`config.mk`:
```
export PLATFORM = sky130hd
export DESIGN_NAME = timer_bus_arbiter
export DESIGN_NICKNAME = d
export VERILOG_FILES = /design/src/rtl/timer_bus_arbiter.sv
export SDC_FILE = /design/constraint.sdc
export NUM_CORES = 1
export LEC_CHECK = 0
export ABC_AREA = 1
export BUFFER_PORTS_ARGS = -buffer_cell sky130_fd_sc_hd__clkbuf_2
export CELL_PAD_IN_SITES_DETAIL_PLACEMENT = 1
export CELL_PAD_IN_SITES_GLOBAL_PLACEMENT = 2
export CORE_MARGIN = 2
export CORE_UTILIZATION = 23
export DETAILED_ROUTE_END_ITERATION = 8
export MAX_ROUTING_LAYER = met4
export PLACE_DENSITY = 0.86
export SLEW_MARGIN = 0
export SYNTH_ARGS = -nofsm -noshare
export SYNTH_HDL_FRONTEND = slang
export SYNTH_SLANG_ARGS = --single-unit
```
`constraint.sdc`:
```
create_clock -name clk -period 1.8 [get_ports clk]
set_input_delay 0.18 -clock clk [delete_from_list [all_inputs] [get_ports clk]]
set_output_delay 0.18 -clock clk [all_outputs]
set_load 0.005 [all_outputs]
```
`src/rtl/timer_bus_arbiter.sv`:
```
// Round-robin arbiter sharing one timer_periph slave port among N_MASTERS requesters.
// Optional slave-grant timeout is compiled in when TIMER_ARB_TIMEOUT_EN is defined.
package design_params_pkg;
  localparam int P_ADDR_WIDTH = 8;
  localparam int P_DATA_WIDTH = 16;
endpackage

module timer_bus_arbiter
  import design_params_pkg::*;
#(
  parameter int N_MASTERS   = 2,
  parameter int TIMEOUT_CYC = 15
) (
  input  logic                              clk,
  input  logic                              reset,
  input  logic [N_MASTERS-1:0]              m_req,
  input  logic [N_MASTERS-1:0]              m_write_en,
  input  logic [N_MASTERS*P_ADDR_WIDTH-1:0] m_addr,
  input  logic [N_MASTERS*P_DATA_WIDTH-1:0] m_wdata,
  output logic [N_MASTERS-1:0]              m_gnt,
  output logic [P_DATA_WIDTH-1:0]           m_rdata,
  output logic                              m_err,
  output logic                              s_req,
  output logic                              s_write_en,
  output logic [P_ADDR_WIDTH-1:0]           s_addr,
  output logic [P_DATA_WIDTH-1:0]           s_wdata,
  input  logic                              s_gnt,
  input  logic [P_DATA_WIDTH-1:0]           s_rdata,
  output logic                              busy,
  output logic [$clog2(N_MASTERS)-1:0]      owner
);
  localparam int IW = $clog2(N_MASTERS);

  typedef enum logic [1:0] {
    ARB_IDLE = 2'd0,
    ARB_WAIT = 2'd1,
    ARB_RESP = 2'd2
  } arb_state_t;

  arb_state_t    state_r;
  logic [IW-1:0] rr_ptr_r;
  logic [IW-1:0] pick_s;
  logic [IW-1:0] cand_s;
  logic          found_s;

  if (N_MASTERS < 2 || N_MASTERS > 4 || TIMEOUT_CYC < 1 || TIMEOUT_CYC > 255) begin : g_bad_params
    $error("timer_bus_arbiter: parameter out of range");
  end

  function automatic logic [N_MASTERS-1:0] one_hot(input logic [IW-1:0] idx);
    one_hot = {{(N_MASTERS-1){1'b0}}, 1'b1} << idx;
  endfunction

  // Scan from the farthest candidate back to rr_ptr so the nearest requester wins.
  always_comb begin
    pick_s  = '0;
    cand_s  = '0;
    found_s = |m_req;
    for (int i = N_MASTERS - 1; i >= 0; i--) begin
      cand_s = IW'((int'(rr_ptr_r) + i) % N_MASTERS);
      if (m_req[cand_s]) begin
        pick_s = cand_s;
      end else begin
        pick_s = pick_s;
      end
    end
  end

`ifdef TIMER_ARB_TIMEOUT_EN
  localparam logic [7:0] TIMEOUT_LAST = 8'(TIMEOUT_CYC - 1);
  logic [7:0] wait_cnt_r;
`else
  assign m_err = 1'b0;
`endif

  // Arbitration FSM; all master- and slave-facing outputs are registered here.
  always_ff @(posedge clk or posedge reset) begin
    if (reset) begin
      state_r    <= ARB_IDLE;
      rr_ptr_r   <= '0;
      m_gnt      <= '0;
      m_rdata    <= '0;
      s_req      <= 1'b0;
      s_write_en <= 1'b0;
      s_addr     <= '0;
      s_wdata    <= '0;
      busy       <= 1'b0;
      owner      <= '0;
`ifdef TIMER_ARB_TIMEOUT_EN
      m_err      <= 1'b0;
      wait_cnt_r <= 8'd0;
`endif
    end else begin
      case (state_r)
        ARB_IDLE: begin
          if (found_s) begin
            state_r    <= ARB_WAIT;
            owner      <= pick_s;
            busy       <= 1'b1;
            s_req      <= 1'b1;
            s_write_en <= m_write_en[pick_s];
            s_addr     <= m_addr[int'(pick_s)*P_ADDR_WIDTH +: P_ADDR_WIDTH];
            s_wdata    <= m_wdata[int'(pick_s)*P_DATA_WIDTH +: P_DATA_WIDTH];
`ifdef TIMER_ARB_TIMEOUT_EN
            wait_cnt_r <= 8'd0;
`endif
          end else begin
            state_r <= ARB_IDLE;
          end
        end
        ARB_WAIT: begin
          // A slave grant outranks a simultaneous request drop.
          if (s_gnt) begin
            state_r <= ARB_RESP;
            s_req   <= 1'b0;
            m_gnt   <= one_hot(owner);
            m_rdata <= s_write_en ? '0 : s_rdata;
          end else if (!m_req[owner]) begin
            state_r <= ARB_IDLE;
            s_req   <= 1'b0;
            busy    <= 1'b0;
            owner   <= '0;
          end
`ifdef TIMER_ARB_TIMEOUT_EN
          else if (wait_cnt_r == TIMEOUT_LAST) begin
            state_r <= ARB_RESP;
            s_req   <= 1'b0;
            m_gnt   <= one_hot(owner);
            m_rdata <= '0;
            m_err   <= 1'b1;
          end else begin
            wait_cnt_r <= wait_cnt_r + 8'd1;
          end
`else
          else begin
            state_r <= ARB_WAIT;
          end
`endif
        end
        ARB_RESP: begin
          state_r  <= ARB_IDLE;
          m_gnt    <= '0;
          m_rdata  <= '0;
          busy     <= 1'b0;
          owner    <= '0;
          rr_ptr_r <= IW'((int'(owner) + 1) % N_MASTERS);
`ifdef TIMER_ARB_TIMEOUT_EN
          m_err    <= 1'b0;
`endif
        end
        default: begin
          state_r <= ARB_IDLE;
          s_req   <= 1'b0;
          m_gnt   <= '0;
          busy    <= 1'b0;
          owner   <= '0;
        end
      endcase
    end
  end

endmodule
```
==> results of run 1 <==
power groups by stage:
stage          combinational, uW  sequential [uW]  clock [uW]
2_1_floorplan               1040             1870           0
3_3_place_gp                1810             1880           0
3_5_place_dp                1900             1880           0
4_1_cts                     1900             1870         795
5_1_grt                     2110             1930         831
6_report                    1830             1860         757
sequential cells by signal, summed over array words and instances, names as in the netlist:
register / cells
busy: 1
m_gnt: 2
m_rdata: 16
owner: 1
rr_ptr_r: 1
s_addr: 8
s_req: 1
s_wdata: 16
s_write_en: 1
state_r: 2
cells in the mapped netlist:
master,instances
nor2_2,1
a21oi_1,1
o21ai_1,15
nand3_1,18
inv_2,2
o21ai_0,3
inv_1,9
buf_2,9
dfrtp_1,49
nand2_1,184
conb_1,1
buf_4,1
buf_6,3
nand2_4,1
nor3_4,1
nor2_1,2
o22ai_1,2
clkbuf_1,1
path summary, 6_finish.rpt:
check                                 start           to  slack [ns]
worst max-delay path             state_r[0]  m_rdata[12]        0.43
worst min-delay path             s_rdata[5]   m_rdata[5]        0.09
worst max register to register   state_r[0]  m_rdata[12]        0.43
worst min register to register  s_wdata[15]  s_wdata[15]        0.49
max in group asynchronous             reset   state_r[1]        1.13
min in group asynchronous             reset   s_wdata[0]        0.44
per-layer routing:
metal	vias up	global-route usage, %
li1	1154	-
met1	1081	16.6
met2	84	23.6
met3	8	2.27
met4	0	5.02
met5	-	-
through the flow:
stage | power, uW | instance area [sq um] | util [%]
floorplan | 2920 | 2290 | -
CTS | 4570 | 3100 | 31.9
finish | 4450 | 3100 | 31.9
detailed placement | 3780 | 2990 | 30.7
global route | 4870 | 3100 | 31.9
global placement | 3690 | 2990 | 30.7
cell usage in the layout, fill, tap and decap left out, drive strengths merged, types with 2 or more instances in the layout:
cell type / synthesis / final
clkbuf: 1 / 121
nand2: 185 / 185
o22ai: 2 / 2
nor2: 3 / 3
buf: 13 / 4
inv: 11 / 11
o21ai: 18 / 18
nand3: 18 / 18
dfrtp: 49 / 49
kinds of logic (layout without fill, tap and decap cells):
group | Yosys count | in the layout | share of synthesized area (%)
compound gates | 21 | 21 | 4.70
buf+inv | 25 | 139 | 5.73
flops | 49 | 49 | 53.5
other cells | 1 | 1 | 0.164
simple gates | 207 | 207 | 35.9
cell type report:
| type | instances | area [sq um] | area share [%] |
|---|---|---|---|
| well taps | 133 | 166 | 5.36 |
| multi-input cells | 229 | 933 | 30.1 |
| repair buffers | 121 | 633 | 20.4 |
| clock buffers | 5 | 68.8 | 2.22 |
| flip-flops and latches | 49 | 1230 | 39.5 |
| inverters | 11 | 41.3 | 1.33 |
| clock inverters | 2 | 35.0 | 1.13 |
timing repair:
| item | in CTS | in global routing |
|---|---|---|
| hold endpoints to repair | 49 | 0 |
| setup endpoints to repair | 0 | 0 |
| hold buffers | 1 | 0 |
worst max-delay path: cells and delay by family (launching register included):
family / cells / cell delay [ns]
AO/OA/AOI/OAI: 1 / 0.09
buffers and inverters: 1 / 0.11
flip-flops: 1 / 0.42
AND/OR/NAND/NOR: 2 / 0.62
==> impl_metrics.py, run 1 <==
metrics = {
    "hold_path": {
        "hold_depth": 3,
        "min_path_type": "in -> reg",
    },
    "cells_and_area": {
        "instances_no_fill": 550,
        "area_growth_pct": 35.5,
        "layout-drive-gt1-share_pct": 31.9,
        "fillerInstances": 1247,
        "nNetsFinal": 488,
        "diodes": 0,
    },
    "timing": {
        "period_needed_ns": 1.37,
        "slew_violations": 0,
        "final.setup.tns_ns": 0,
        "relSlewSlack_pct": 57.6,
        "timing.final.hold_violations": 0,
        "max_freq_mhz": 732,
        "worst_slew_pin_slew_ns": 0.635,
        "rsz0062_at_grt": "false",
        "worst_slack_ns": 0.434,
        "setup_viol": 0,
        "final.setup_skew_ns": 0.00541,
        "fin_hold_ws_ns": 0.0946,
        "period_share_pct": 75.9,
    },
    "power_and_ir_drop": {
        "intPower_uw": 2700,
        "power_leakage_uw": 0.00185,
        "seqPwrFrac_pct": 41.8,
        "ir_drop_v": 0.000364,
        "combPwrFrac_pct": 41.2,
        "clockPowerShare_pct": 17.0,
        "switchingPower_uw": 1750,
        "power_density_mw_per_mm2": 1430,
        "swShare_pct": 39.3,
    },
    "grt": {
        "grt_pass1_vias": 2504,
        "grt_overflow": 0,
        "grt_pass1_wl_microns": 11900,
        "grt_usage_pct": 13.9,
        "antenna_found_initial": 0,
        "grt_start_max_net_pins": 50,
    },
    "floorplan": {
        "initial_utilization_pct": 23.5,
        "io_pins": 118,
        "row_count": 36,
        "chipWidth_microns": 104,
        "core_sq_mm": 0.00973,
        "dieArea_sq_mm": 0.0108,
        "fp.dieH_microns": 104,
    },
    "route": {
        "avgViaCountPerCell": 4.23,
        "first_pass_iters": 4,
        "vias": 2327,
        "ant_nets": 0,
        "met2_length_microns": 3450,
        "drc": 0,
        "dr_wl_met3_microns": 359,
        "wl_per_cell_microns": 12.6,
        "wirelength_microns": 6940,
        "top_layer": "met4",
        "drt_iter0_markers": 70,
        "met1Wirelength_microns": 3060,
    },
    "setup_path": {
        "cp-end-kind": "flip-flop",
        "crit_chain": "inv_1 > nand2_1 > nand3_1 > o21ai_1",
        "crit_required_ns": 1.98,
        "worst_ep_arrival_time_ns": 1.54,
        "max_stage_delay_ns": 0.42,
        "crit_type": "reg -> reg",
        "cp_slowest_cell": "dfrtp_1",
        "r2r_cells": 4,
        "cp-start-kind": "flip-flop",
        "cp_max_fo": 18,
    },
    "cts": {
        "cts_buffer_depth": 2,
        "ctsResizeCount": 0,
        "cts_setup_buffers": 0,
        "cts_made_buffers": 5,
        "path_clk_slew_ns": 0.08,
        "cts_sinks": 49,
        "h-tree-depth": 2,
        "cts_tree": "yes",
        "cts_root_buf": "clkbuf_8",
        "insertion_delay_ns": 0.30,
    },
    "place": {
        "place_congestion": 0.738,
        "dpl.cell_count": 542,
        "place_hpwl_microns": 5200,
        "io_buffer_count": 116,
        "place_ws_ns": 0.404,
    },
    "job": {
        "cap_violations": 0,
    },
    "synth": {
        "yosysWarningCount": 0,
        "ys_ff_latch": 49,
        "synth_nets": 374,
        "ys_types": 18,
        "synthTopCellsByArea": "dfrtp_1, nand2_1, nand3_1",
        "yosysTopAreaCellShare_pct": 53.5,
        "netlist_area_sq_mm": 0.00229,
        "netlist_instances": 303,
        "yosysSeqAreaShare_pct": 53.5,
        "synth_top_area_cell": "dfrtp_1",
        "syn_area_per_cell_sq_um": 7.56,
    },
    "run_status": {
        "outcome": "completed",
    },
}
Power figures use the tool's default switching activity.
==> run 2, diff against run 1 <==
--- a/config.mk
+++ b/config.mk
@@ -10,10 +10,10 @@
 export CELL_PAD_IN_SITES_DETAIL_PLACEMENT = 1
 export CELL_PAD_IN_SITES_GLOBAL_PLACEMENT = 2
 export CORE_MARGIN = 2
-export CORE_UTILIZATION = 23
+export CORE_UTILIZATION = 21
 export DETAILED_ROUTE_END_ITERATION = 8
 export MAX_ROUTING_LAYER = met4
-export PLACE_DENSITY = 0.86
+export PLACE_DENSITY = 0.83
 export SLEW_MARGIN = 0
 export SYNTH_ARGS = -nofsm -noshare
 export SYNTH_HDL_FRONTEND = slang
==> constraint.sdc (replaced) <==
create_clock -name clk -period 1.2 [get_ports clk]
set_input_delay 0.12 -clock clk [delete_from_list [all_inputs] [get_ports clk]]
set_output_delay 0.12 -clock clk [all_outputs]
set_load 0.005 [all_outputs]
==> run 2 against run 1 <==
Against the previous run: final cell count is 5.6% higher; clock power is 33% higher; first-iteration DRC count is 21% higher; hold slack worse by 0.062 ns; critical path type unchanged; die area is 9.1% higher; maximum frequency is 14% higher; total power is 68% higher; critical endpoint is now s_wdata[15]; utilization is 1.0 points higher; sequential power is 51% higher; global-route usage hardly changed; critical path depth is 1 higher; flip-flop and latch count stayed put.
==> impl_metrics.py, run 2 (same netlist as run 1, synthesis figures left out) <==
metrics = {
    "cells_and_area": {
        "multi_input_area_sq_mm": 0.00106,
        "layout-drive-gt1-share_pct": 40.6,
        "nNetsFinal": 512,
        "register_area_sq_mm": 0.00123,
        "layout_common_cells": "nand2_1, clkbuf_2, dfrtp_1, o21ai_1, buf_4",
        "postLayoutCellArea_sq_mm": 0.00354,
        "reg.largest.list": "m_rdata (16), s_wdata (16), s_addr (8)",
        "fillerInstances": 1340,
        "area_growth_pct": 54.3,
        "diodes": 0,
        "layout_commonest_cell": "nand2_1",
    },
    "timing": {
        "period_needed_ns": 1.20,
        "timing.final.hold_violations": 0,
        "rsz0062_at_grt": "true",
        "final.setup_skew_ns": 0.0174,
        "setup_viol": 0,
        "max_freq_mhz": 834,
        "period_share_pct": 100,
        "slew_violations": 0,
        "worst_slack_ns": 0.000598,
        "final.setup.tns_ns": 0,
    },
    "setup_path": {
        "cp-start-kind": "flip-flop",
        "crit_required_ns": 1.39,
        "r2r_setup_slack_ns": 0.0006,
        "crit_type": "reg -> reg",
        "worst_ep_arrival_time_ns": 1.39,
        "cp_max_fo": 17,
        "cp-end-kind": "flip-flop",
    },
    "power_and_ir_drop": {
        "power_density_mw_per_mm2": 2110,
        "switchingPower_uw": 2980,
        "finalPower_uw": 7470,
        "seqPwrFrac_pct": 37.7,
        "ir_drop_v": 0.000598,
        "intPower_uw": 4490,
        "combPwrFrac_pct": 48.8,
        "swShare_pct": 39.9,
        "clockPowerShare_pct": 13.6,
        "power_leakage_uw": 0.00203,
    },
    "place": {
        "place_ws_ns": -0.0925,
        "place_hpwl_microns": 5660,
        "placed_area_sq_mm": 0.00313,
        "io_buffer_count": 116,
        "place_congestion": 0.802,
    },
    "grt": {
        "grt_pass1_wl_microns": 12500,
        "antenna_found_initial": 0,
        "grt_pass1_vias": 2555,
        "grt_start_max_net_pins": 27,
        "grt_overflow": 0,
        "grt_usage_pct": 13.8,
    },
    "floorplan": {
        "chipWidth_microns": 108,
        "fp.dieH_microns": 108,
        "core_sq_mm": 0.0107,
        "row_count": 38,
        "io_pins": 118,
        "dieArea_sq_mm": 0.0118,
        "initial_utilization_pct": 21.3,
    },
    "cts": {
        "cts_made_buffers": 5,
        "cts_tree": "yes",
        "cts_root_buf": "clkbuf_8",
        "path_clk_slew_ns": 0.10,
        "insertion_delay_ns": 0.31,
        "cts_buffer_depth": 2,
        "h-tree-depth": 2,
        "cts_sinks": 49,
    },
    "route": {
        "vias": 2456,
        "ant_nets": 0,
        "wirelength_microns": 8090,
        "drc": 0,
        "first_pass_iters": 4,
        "wl_per_cell_microns": 13.9,
        "avgViaCountPerCell": 4.23,
        "drt_iter0_markers": 85,
    },
    "job": {
        "cap_violations": 0,
    },
    "run_status": {
        "outcome": "completed",
    },
    "hold_path": {
        "min_path_type": "in -> reg",
    },
}
run 2: area by class of cell:
cell class,instances,area share (%)
Sequential cell,49,34.8
Multi-Input combinational cell,231,30.0
Timing Repair Buffer,141,25.7
Tap cell,140,4.95
Clock buffer,7,2.44
Inverter,11,1.63
Timing Repair inverter,2,0.495
run 2: critical path: stages (launching register included):
cell     delay, ns
dfrtp_2       0.45
nor3_4        0.25
inv_2         0.10
buf_12        0.16
nand2_1       0.06
nand2_1       0.05
run 2: final timing paths:
| path | from | endpoint | cells past startpoint |
|---|---|---|---|
| worst max-delay path | state_r[0] | s_wdata[15] | 5 |
| worst min-delay path | s_rdata[10] | m_rdata[10] | 3 |
| worst max register to register | state_r[0] | s_wdata[15] | 5 |
| worst min register to register | s_addr[0] | s_addr[0] | 2 |
| max in group asynchronous | reset | m_rdata[5] | 4 |
| min in group asynchronous | reset | m_rdata[7] | 3 |
run 2: routing by layer:
layer  vias up  part of all wire (%)  GRT usage [%]
met3         7                   5.9           2.59
li1       1209                     -              -
met2        81                    51           25.0
met5         -                     0              -
met4         0                  0.84           3.11
met1      1159                    42           15.8
run 2: power by group through the flow:
stage | clock network [uW] | registers, uW | logic [uW]
3_3_place_gp | 0 | 2800 | 3040
6_report | 1010 | 2810 | 3640
4_1_cts | 1060 | 2800 | 3340
2_1_floorplan | 0 | 2810 | 1570
5_1_grt | 1110 | 2920 | 4140
3_5_place_dp | 0 | 2820 | 3100
run 2: per-stage QoR:
stage	instances	hold WS (ns)	utilization (%)
2_1_floorplan	303	0.156	-
3_3_place_gp	559	0.0686	29.1
3_5_place_dp	559	0.0712	29.1
4_1_cts	570	0.0244	30.7
5_1_grt	581	0.0365	32.9
6_report	581	0.0324	32.9
run 2: repair_timing:
item	in CTS	in global routing
hold buffers	1	0
setup endpoints to repair	46	47
endpoints found under the hold margin	36	0
gates resized for setup	7	31
pin swaps	2	5
buffers inserted	1	7
gates cloned	2	4
